<file path="src/rtl/gpio_serial_fifo_ctrl.sv">
// GPIO serial port: TX/RX FIFOs, programmable bit-rate divider, start/stop framing
// and selectable bit order on a single bidirectional pin.
module gpio_serial_fifo_ctrl #(
  parameter int DSIZE = 8,
  parameter int ASIZE = 4,
  parameter int DIV_W = 8
) (
  input  logic             clk,
  input  logic             rst,
  input  logic             gpio_direction,
  input  logic             lsb_first,
  input  logic [DIV_W-1:0] clk_div,
  input  logic             winc,
  input  logic [DSIZE-1:0] wdata,
  output logic             tx_full,
  output logic [ASIZE:0]   tx_level,
  input  logic             rinc,
  output logic [DSIZE-1:0] rdata,
  output logic             rx_empty,
  output logic [ASIZE:0]   rx_level,
  input  logic             gpio_in,
  output logic             serial_out,
  output logic             serial_oe,
  output logic [DSIZE-1:0] pin_status,
  output logic             tx_busy,
  output logic             frame_err,
  output logic             rx_ovf,
  input  logic             clr_flags
);
  localparam int DEPTH = 1 << ASIZE;
  localparam int IW    = (DSIZE > 2) ? $clog2(DSIZE) : 1;

  typedef enum logic [1:0] {S_IDLE, S_START, S_DATA, S_STOP} state_e;

  // ---------------- TX FIFO ----------------
  logic [DSIZE-1:0] tx_mem [DEPTH];
  logic [ASIZE:0]   tx_wptr_q, tx_rptr_q;
  logic             tx_empty, tx_push, tx_pop;

  assign tx_level = tx_wptr_q - tx_rptr_q;
  assign tx_empty = (tx_wptr_q == tx_rptr_q);
  assign tx_full  = (tx_level == (ASIZE+1)'(DEPTH));
  assign tx_push  = winc & ~tx_full;

  always_ff @(posedge clk) begin
    if (rst) begin
      tx_wptr_q <= '0;
      tx_rptr_q <= '0;
    end else begin
      // NOTE: sequential state uses non-blocking assignments so every flop samples pre-edge values.
      if (tx_push) tx_wptr_q <= tx_wptr_q + 1'b1;
      if (tx_pop)  tx_rptr_q <= tx_rptr_q + 1'b1;
    end
  end

  // NOTE: FIFO storage is deliberately not reset; only the pointers define its contents.
  always_ff @(posedge clk) begin
    if (tx_push) tx_mem[tx_wptr_q[ASIZE-1:0]] <= wdata;
  end

  // ---------------- TX engine ----------------
  state_e           tx_state_q, tx_state_d;
  logic [DIV_W-1:0] tx_cnt_q, tx_cnt_d, tx_div_q, tx_div_d;
  logic [IW-1:0]    tx_idx_q, tx_idx_d;
  logic [DSIZE-1:0] tx_sh_q, tx_sh_d;
  logic             tx_lsb_q, tx_lsb_d, tx_bit_end;

  assign tx_bit_end = (tx_cnt_q == tx_div_q);
  assign tx_busy    = (tx_state_q != S_IDLE);
  assign serial_oe  = gpio_direction | tx_busy;

  always_comb begin
    // NOTE: every comb output gets a default first so no latch is inferred.
    tx_state_d = tx_state_q;
    tx_cnt_d   = tx_cnt_q;
    tx_div_d   = tx_div_q;
    tx_idx_d   = tx_idx_q;
    tx_sh_d    = tx_sh_q;
    tx_lsb_d   = tx_lsb_q;
    tx_pop     = 1'b0;
    serial_out = 1'b1;
    case (tx_state_q)
      S_START: serial_out = 1'b0;
      S_DATA:  serial_out = tx_lsb_q ? tx_sh_q[0] : tx_sh_q[DSIZE-1];
      default: serial_out = 1'b1;
    endcase
    // Launch from IDLE or straight out of a finished stop bit, giving gap-free frames.
    if (!tx_empty && gpio_direction &&
        (tx_state_q == S_IDLE || (tx_state_q == S_STOP && tx_bit_end))) begin
      tx_pop     = 1'b1;
      tx_sh_d    = tx_mem[tx_rptr_q[ASIZE-1:0]];
      tx_div_d   = clk_div;
      tx_lsb_d   = lsb_first;
      tx_cnt_d   = '0;
      tx_state_d = S_START;
    end else if (tx_state_q != S_IDLE) begin
      tx_cnt_d = tx_cnt_q + 1'b1;
      if (tx_bit_end) begin
        tx_cnt_d = '0;
        case (tx_state_q)
          S_START: begin
            tx_idx_d   = '0;
            tx_state_d = S_DATA;
          end
          S_DATA: begin
            tx_sh_d = tx_lsb_q ? (tx_sh_q >> 1) : (tx_sh_q << 1);
            tx_idx_d = tx_idx_q + 1'b1;
            if (tx_idx_q == IW'(DSIZE-1)) tx_state_d = S_STOP;
          end
          default: tx_state_d = S_IDLE;
        endcase
      end
    end
  end

  always_ff @(posedge clk) begin
    if (rst) begin
      tx_state_q <= S_IDLE;
      tx_cnt_q   <= '0;
      tx_div_q   <= '0;
      tx_idx_q   <= '0;
      tx_sh_q    <= '0;
      tx_lsb_q   <= 1'b0;
    end else begin
      tx_state_q <= tx_state_d;
      tx_cnt_q   <= tx_cnt_d;
      tx_div_q   <= tx_div_d;
      tx_idx_q   <= tx_idx_d;
      tx_sh_q    <= tx_sh_d;
      tx_lsb_q   <= tx_lsb_d;
    end
  end

  // ---------------- RX engine ----------------
  logic             rx_meta_q, rx_sync_q, rx_prev_q, rx_armed;
  state_e           rx_state_q, rx_state_d;
  logic [DIV_W-1:0] rx_cnt_q, rx_cnt_d, rx_div_q, rx_div_d;
  logic [IW-1:0]    rx_idx_q, rx_idx_d;
  logic [DSIZE-1:0] rx_sh_q, rx_sh_d;
  logic             rx_lsb_q, rx_lsb_d, rx_done_q, rx_done_d, rx_ferr_set;

  assign rx_armed = ~gpio_direction & ~tx_busy;

  always_comb begin
    rx_state_d  = rx_state_q;
    rx_cnt_d    = rx_cnt_q;
    rx_div_d    = rx_div_q;
    rx_idx_d    = rx_idx_q;
    rx_sh_d     = rx_sh_q;
    rx_lsb_d    = rx_lsb_q;
    rx_done_d   = 1'b0;
    rx_ferr_set = 1'b0;
    if (!rx_armed) begin
      rx_state_d = S_IDLE;
    end else if (rx_state_q == S_IDLE) begin
      if (rx_prev_q && !rx_sync_q) begin
        rx_cnt_d   = clk_div >> 1;
        rx_div_d   = clk_div;
        rx_lsb_d   = lsb_first;
        rx_state_d = S_START;
      end
    end else if (rx_cnt_q != '0) begin
      rx_cnt_d = rx_cnt_q - 1'b1;
    end else begin
      rx_cnt_d = rx_div_q;
      case (rx_state_q)
        S_START: begin
          rx_idx_d   = '0;
          rx_state_d = rx_sync_q ? S_IDLE : S_DATA;
        end
        S_DATA: begin
          rx_sh_d  = rx_lsb_q ? {rx_sync_q, rx_sh_q[DSIZE-1:1]} : {rx_sh_q[DSIZE-2:0], rx_sync_q};
          rx_idx_d = rx_idx_q + 1'b1;
          if (rx_idx_q == IW'(DSIZE-1)) rx_state_d = S_STOP;
        end
        default: begin
          rx_done_d   = rx_sync_q;
          rx_ferr_set = ~rx_sync_q;
          rx_state_d  = S_IDLE;
        end
      endcase
    end
  end

  always_ff @(posedge clk) begin
    if (rst) begin
      rx_meta_q  <= 1'b1;
      rx_sync_q  <= 1'b1;
      rx_prev_q  <= 1'b1;
      rx_state_q <= S_IDLE;
      rx_cnt_q   <= '0;
      rx_div_q   <= '0;
      rx_idx_q   <= '0;
      rx_sh_q    <= '0;
      rx_lsb_q   <= 1'b0;
      rx_done_q  <= 1'b0;
    end else begin
      rx_meta_q  <= gpio_in;
      rx_sync_q  <= rx_meta_q;
      rx_prev_q  <= rx_sync_q;
      rx_state_q <= rx_state_d;
      rx_cnt_q   <= rx_cnt_d;
      rx_div_q   <= rx_div_d;
      rx_idx_q   <= rx_idx_d;
      rx_sh_q    <= rx_sh_d;
      rx_lsb_q   <= rx_lsb_d;
      rx_done_q  <= rx_done_d;
    end
  end

  // ---------------- RX FIFO and status ----------------
  logic [DSIZE-1:0] rx_mem [DEPTH];
  logic [ASIZE:0]   rx_wptr_q, rx_rptr_q, rx_wptr_n, rx_rptr_n;
  logic [DSIZE-1:0] rdata_q, rdata_d, pin_status_q;
  logic             rx_full, rx_push, rx_pop, frame_err_q, rx_ovf_q;

  assign rx_level   = rx_wptr_q - rx_rptr_q;
  assign rx_empty   = (rx_wptr_q == rx_rptr_q);
  assign rx_full    = (rx_level == (ASIZE+1)'(DEPTH));
  assign rx_push    = rx_done_q & ~rx_full;
  assign rx_pop     = rinc & ~rx_empty;
  assign rx_wptr_n  = rx_wptr_q + {{ASIZE{1'b0}}, rx_push};
  assign rx_rptr_n  = rx_rptr_q + {{ASIZE{1'b0}}, rx_pop};
  assign rdata      = rdata_q;
  assign pin_status = pin_status_q;
  assign frame_err  = frame_err_q;
  assign rx_ovf     = rx_ovf_q;

  // Show-ahead head register: bypass the word being written when it becomes the head.
  always_comb begin
    rdata_d = rdata_q;
    if (rx_rptr_n != rx_wptr_n)
      rdata_d = (rx_push && rx_wptr_q == rx_rptr_n) ? rx_sh_q : rx_mem[rx_rptr_n[ASIZE-1:0]];
  end

  always_ff @(posedge clk) begin
    if (rx_push) rx_mem[rx_wptr_q[ASIZE-1:0]] <= rx_sh_q;
  end

  always_ff @(posedge clk) begin
    if (rst) begin
      rx_wptr_q    <= '0;
      rx_rptr_q    <= '0;
      rdata_q      <= '0;
      pin_status_q <= '0;
      frame_err_q  <= 1'b0;
      rx_ovf_q     <= 1'b0;
    end else begin
      rx_wptr_q   <= rx_wptr_n;
      rx_rptr_q   <= rx_rptr_n;
      rdata_q     <= rdata_d;
      if (rx_done_q) pin_status_q <= rx_sh_q;
      frame_err_q <= (frame_err_q & ~clr_flags) | rx_ferr_set;
      rx_ovf_q    <= (rx_ovf_q & ~clr_flags) | (rx_done_q & rx_full);
    end
  end
endmodule

</file>
<file path="config.mk">
export PLATFORM = sky130hd
export DESIGN_NAME = gpio_serial_fifo_ctrl
export DESIGN_NICKNAME = d
export VERILOG_FILES = /design/src/rtl/gpio_serial_fifo_ctrl.sv
export SDC_FILE = /design/constraint.sdc
export NUM_CORES = 1
export LEC_CHECK = 0
export BUFFER_PORTS_ARGS = -buffer_cell sky130_fd_sc_hd__buf_2
export CAP_MARGIN = 20
export CELL_PAD_IN_SITES_DETAIL_PLACEMENT = 1
export CELL_PAD_IN_SITES_GLOBAL_PLACEMENT = 1
export CORE_ASPECT_RATIO = 0.9
export CORE_MARGIN = 1.5
export CORE_UTILIZATION = 52
export CTS_BUF_LIST = sky130_fd_sc_hd__clkbuf_16
export CTS_CLUSTER_SIZE = 16
export DETAILED_ROUTE_END_ITERATION = 10
export PLACE_DENSITY = 0.9
export SLEW_MARGIN = 20
export SYNTH_ARGS = -nofsm -noshare
export SYNTH_HDL_FRONTEND = slang
export SYNTH_SLANG_ARGS = --single-unit
</file>
<file path="constraint.sdc">
create_clock -name clk -period 4.1 [get_ports clk]
set_input_delay 0.41 -clock clk [delete_from_list [all_inputs] [get_ports clk]]
set_output_delay 0.41 -clock clk [all_outputs]
set_load 0.005 [all_outputs]
</file>
# Yosys cells after proc, flatten, opt, wreduce, memory -nomap -nowiden
# Memory sizes are Yosys's and may differ from the RTL's. A register that Yosys moved wholly into a read port is not among the register bits.
# Cells that the tools add are included.
# word_totals
out_inout_bits	33
word_cells	144
n_memories	2
regBits	102
ramBits	256
# memory_table
memory	depth	word_bits	rd	rd_clocked_by_memory_dff	wr	line_no	source
rx_mem	16	8	1	0	1	212	logic [DSIZE-1:0] rx_mem [DEPTH];
tx_mem	16	8	1	1	1	36	logic [DSIZE-1:0] tx_mem [DEPTH];
# op_classes
eq_ne	19
n_addsub	10
mux	37
n_reduce_logical	30
bitwise_logic	21
# ops
op	n
8-bit two-way mux	11
5-bit == test	3
3-bit AND reduction	5
1-bit two-way mux	13
2-bit two-way mux	6
3-bit case mux with 2 select lines	2
4-bit AND reduction	3
2-bit nonzero test	6
1-bit inverter	11
5-bit by 1-bit adder with 5-bit output	2
5-bit by 1-bit adder with 5-bit output (second input constant)	2
5-bit == test (second input constant)	2
5-bit subtractor	2
8-bit by 1-bit adder with 8-bit output (second input constant)	1
8-bit == test	1
4-bit two-way mux	2
2-bit case mux with 2 select lines	2
8-bit nonzero test	1
8-bit by 1-bit subtractor with 8-bit output (second input constant)	1
1-bit AND	7
3-bit by 1-bit adder with 3-bit output (second input constant)	2
2-bit == test (second input constant)	3
3-bit == test (second input constant)	2
3-bit != test (second input constant)	2
other kinds (13)	25

# Longest topological paths before layout
# logic_depth
ltp_word	7
ltp_mapped	16
mapped_depth_nobuf	15

# Worst setup path before layout
# No wires, ideal clock.
# synth_path
path_type	reg-to-reg
start	reg rx_wptr_q[0]
end	reg rdata_q[0] (netlist: rdata[0])
arrival_ns	3.840
setup_slack_ns	0.197
period_less_slack_ns	3.903
stages_incl_launch_ff	17
required_ns	4.038
path_cell_list	dfxtp_1 > inv_1 > ha_1 > inv_1 > fa_1 > a21o_1 > a21oi_1 > xor2_1 > a31oi_1 > ha_1 > and2_1 > clkbuf_1 > nand2_1 > and3b_1 > o211a_1 > a311oi_1 > a32o_1
# synth_between
elab_cells_between_ends	14
classes_between	add/sub (3); eq/ne (4); mux (1); bitwise (4); reduce/logical (1); memory (1)
# synth_rtl
element	line_no	source
start: declaration	213	logic [ASIZE:0] rx_wptr_q, rx_rptr_q, rx_wptr_n, rx_rptr_n;
start signal: assignment	249	rx_wptr_q <= rx_wptr_n;
5-bit subtractor (*)	217	assign rx_level = rx_wptr_q - rx_rptr_q;
named net rx_level[4]	20	output logic [ASIZE:0] rx_level,
5-bit == test (*)	219	assign rx_full = (rx_level == (ASIZE+1)'(DEPTH));
1-bit inverter (*)	220	assign rx_push = rx_done_q & ~rx_full;
1-bit AND (*)	220	
5-bit by 1-bit adder with 5-bit output or 1-bit logical AND (tied branches)	222, 233	
5-bit != test or 8-bit two-way mux (tied branches)	232, 233	
end signal: assignment	251	rdata_q <= rdata_d;
end: declaration	214	logic [DSIZE-1:0] rdata_q, rdata_d, pin_status_q;
# The timed path passes the listed nets; every way through them passes the cells marked *.
# A chain may end at the register's enable or synchronous reset.

# Worst setup path after layout
# layout_path
start	reg rx_wptr_q[0]
end	reg rdata_q[1] (netlist: rdata[1])
# layout_between
elab_chain_len	7
elab_cells_between_ends	14
classes_between	add/sub (3); eq/ne (4); mux (1); bitwise (4); reduce/logical (1); memory (1)
# layout_lines
element
branches (longest 7 deep; another with 5-bit subtractor)
# Parallel ways; which one is timed is not known.

==> flow_metrics.env <==
export IMPL_p_leak_nw=5.79
export IMPL_gr_total_overflow=0
export IMPL_p_per_area_mw_per_mm2=488
export IMPL_yosysMostFrequentCell="edfxtp_1"
export IMPL_synth_area_sq_mm=0.0153
export IMPL_cp_depth=13
export IMPL_drive_above_1_share_pct=18.3
export IMPL_grt_pass1_vias=10400
export IMPL_synth_warning_count=0
export IMPL_synth_compound_area_share_pct=6.61
export IMPL_synth_top_cell_area_share_pct=50.3
export IMPL_rsz0062_at_grt="no"
export IMPL_critPathMaxStageDelay_ns=0.57
export IMPL_drv_slew=0
export IMPL_synth_common_cells="edfxtp_1 (256), dfxtp_1 (106), nand2_1 (86), nor2_1 (83), mux4_2 (58)"
export IMPL_criticalPathCategory="reg2reg"
export IMPL_coreArea_sq_mm=0.0289
export IMPL_whs_path_depth=2
export IMPL_place_gp_congestion=0.881
export IMPL_synthFlopType="edfxtp_1"
export IMPL_die_h_um=166
export IMPL_fmax_mhz=258
export IMPL_ys_ff_latch=362
export IMPL_syn_inst=1079
export IMPL_grt_pass1_wl_um=61600
export IMPL_crit_required_ns=4.52
export IMPL_setup_viol=0
export IMPL_grt_usage_pct=26.8
export IMPL_cp_common_cell="ha_1"
export IMPL_start_util_pct=52.8
export IMPL_viasPerCell=6.14
export IMPL_num_vias=9668
export IMPL_relSlewSlack_pct=31.6
export IMPL_synth_area_mux_share_pct=12.0
export IMPL_insertion_delay_ns=0.54
export IMPL_row_count=59
export IMPL_ir_drop_mv=0.343
export IMPL_crit_arrival_ns=4.29
export IMPL_drt_iter0_drc=839
export IMPL_crit_path_end_kind="flop"
export IMPL_syn_area_per_cell_sq_um=14.2
export IMPL_synth_xor_area_share_pct=2.87
export IMPL_crit_family="simple AND/OR/NAND/NOR gates"
export IMPL_fin_setup_tns_ns=0
export IMPL_start_kind="flop"
export IMPL_crit_slowest_cell="or4_4"
export IMPL_synth_edf_count=256
export IMPL_cts_root_buf="clkbuf_16"
export IMPL_postCtsHoldBufs=0
export IMPL_hold_viol=0
export IMPL_wl_per_cell_um=25.3
export IMPL_async_flop_share_pct=0
export IMPL_synth_simple_gate_area_share_pct=9.19
export IMPL_hold_path_class="in2reg"
export IMPL_firstDrtPassIters=7
export IMPL_synthTopCellsByArea="edfxtp_1 (50%), dfxtp_1 (14%), mux4_2 (8.5%)"
export IMPL_ant_nets=0
export IMPL_path_buf_inv=1
export IMPL_cts_sinks=362
export IMPL_maxCapViolations=0
export IMPL_die_area_sq_mm=0.0304
export IMPL_path_max_fanout=6
export IMPL_grt_max_degree=43
export IMPL_synth_top_area_cell="edfxtp_1"
export IMPL_finalCritPeriodShare_pct=94.5
export IMPL_clockBufferDepth=3
export IMPL_drc=0
export IMPL_die_w_um=184
export IMPL_clk_pin_slew_ns=0.06
export IMPL_drt_wl_total_um=39800
export IMPL_tightest_slew_ns=1.02
export IMPL_status="finished, final reports clean"
export IMPL_utilization_pct=59.5
export IMPL_reg2reg_depth=13
export IMPL_syn2layout_area_growth_pct=12.6
export IMPL_finalPower_mw=8.40
export IMPL_synth_fa_ha_area_share_pct=2.80
export IMPL_period_needed_ns=3.88
export IMPL_yosysSeqAreaShare_pct=64.2
export IMPL_numCtsBuffers=37
export IMPL_post_cts_resized=2
export IMPL_antenna_found_initial=1
export IMPL_port_buffers=56
export IMPL_clock_skew_ns=0.0178
export IMPL_io_pins=57
export IMPL_cts_tree="yes"
export IMPL_synth_top_family_by_area="multiplexers"
export IMPL_syn_nets=1136
export IMPL_final_nets=1205
export IMPL_yosysUniqueCellTypes=61
export IMPL_post_cts_setup_buffer_count=0
export IMPL_dp_hpwl_um=25600
export IMPL_htree_num_levels=2
export IMPL_path_cells="inv_1 -> ha_1 -> nand4_1 -> nor2_1 -> nor2b_1 -> ha_1 -> ha_1 -> nand3_1 -> xnor2_1 -> or4_4 -> a311oi_4 -> mux2_2 -> a22o_1"
cells in the final DEF, fill, tap and decap left out, types with 5 or more instances in the layout:
cell type    n
a221oi_1     7
a32oi_1      5
mux2i_1     47
edfxtp_1   256
nand3_1     17
a32o_1       6
a311o_1      5
a21oi_1     49
nor2b_1     18
and3_1      24
or2_2        5
o21ai_0     13
nor2_1      83
clkinv_1     8
a31oi_1     10
nor4_1       6
buf_4       26
dfxtp_1    105
a211oi_1    20
and2_1       5
buf_2       56
xnor2_1     15
nor3_1      17
nand2b_1    14
o211ai_1     6
nand4_1      6
ha_1        31
xor2_1      22
mux4_2      58
clkbuf_16   37
clkinv_2     8
nand2_1     86
inv_1       46
state kept, by name (all words and copies together) (netlist names), 8 cells and up, named ones only:
register	count
pin_status	8
tx_mem	128
rx_mem	128
rx_div_q	8
tx_div_q	8
rdata	8
rx_sh_q	8
rx_cnt_q	8
tx_sh_q	8
tx_cnt_q	8
cell type report:
type                            instances  area (sq um)
Multi-Input combinational cell        626          5160
Tap cell                              396           495
Sequential cell                       362          9810
Clock buffer                           37           926
Antenna cell                            1          2.50
Fill cell                            2796         11700
Inverter                               38           143
Timing Repair Buffer                   83           495
Clock inverter                         31           186
stage by stage:
stage / cell area (sq um) / hold slack, ns / setup slack, ns / cells
global placement: 16100 / 0.397 / 0.288 / 1505
CTS: 17200 / 0.0864 / 0.170 / 1573
floorplan: 15300 / 0.389 / 0.197 / 1079
finish: 17200 / 0.0978 / 0.224 / 1574
detailed placement: 16100 / 0.400 / 0.0156 / 1505
global route: 17200 / 0.0948 / 0.0122 / 1573
kinds of logic (layout without fill, tap and decap cells):
| kind of cell | Yosys count | after routing |
|---|---|---|
| AO/OA/AOI/OAI | 146 | 146 |
| XOR/XNOR | 43 | 43 |
| adder cells (fa/ha/maj) | 33 | 33 |
| buffers and inverters | 91 | 189 |
| flip-flops | 362 | 362 |
| multiplexers | 109 | 109 |
| other | 0 | 1 |
| AND/OR/NAND/NOR | 295 | 295 |
metal layers:
metal | vias up | global-route usage [%] | share of wire (%)
met5 | - | 0 | 0
met4 | 0 | 9.80 | 3.3
met3 | 104 | 4.46 | 5.8
met2 | 381 | 47.0 | 51
met1 | 4962 | 33.5 | 40
li1 | 4221 | - | -
final timing paths:
check / startpoint / to / slack (ns)
worst min register to register: rx_meta_q$_SDFF_PP1_ / rx_sync_q$_SDFF_PP1_ / 0.41
worst max register to register: rx_wptr_q[0]$_SDFF_PP0_ / rdata[1]$_SDFFE_PP0P_ / 0.22
worst max-delay path: rx_wptr_q[0]$_SDFF_PP0_ / rdata[1]$_SDFFE_PP0P_ / 0.22
worst min-delay path: gpio_in / rx_meta_q$_SDFF_PP1_ / 0.1
power by group:
group	internal [mW]	switching, mW	leakage, nW	total (mW)
sequential	4.01	0.0952	2.90	4.10
combinational	0.510	0.662	2.31	1.17
clock	1.72	1.41	0.585	3.13
total	6.23	2.17	5.79	8.40
(Power assumes the default switching activity.)
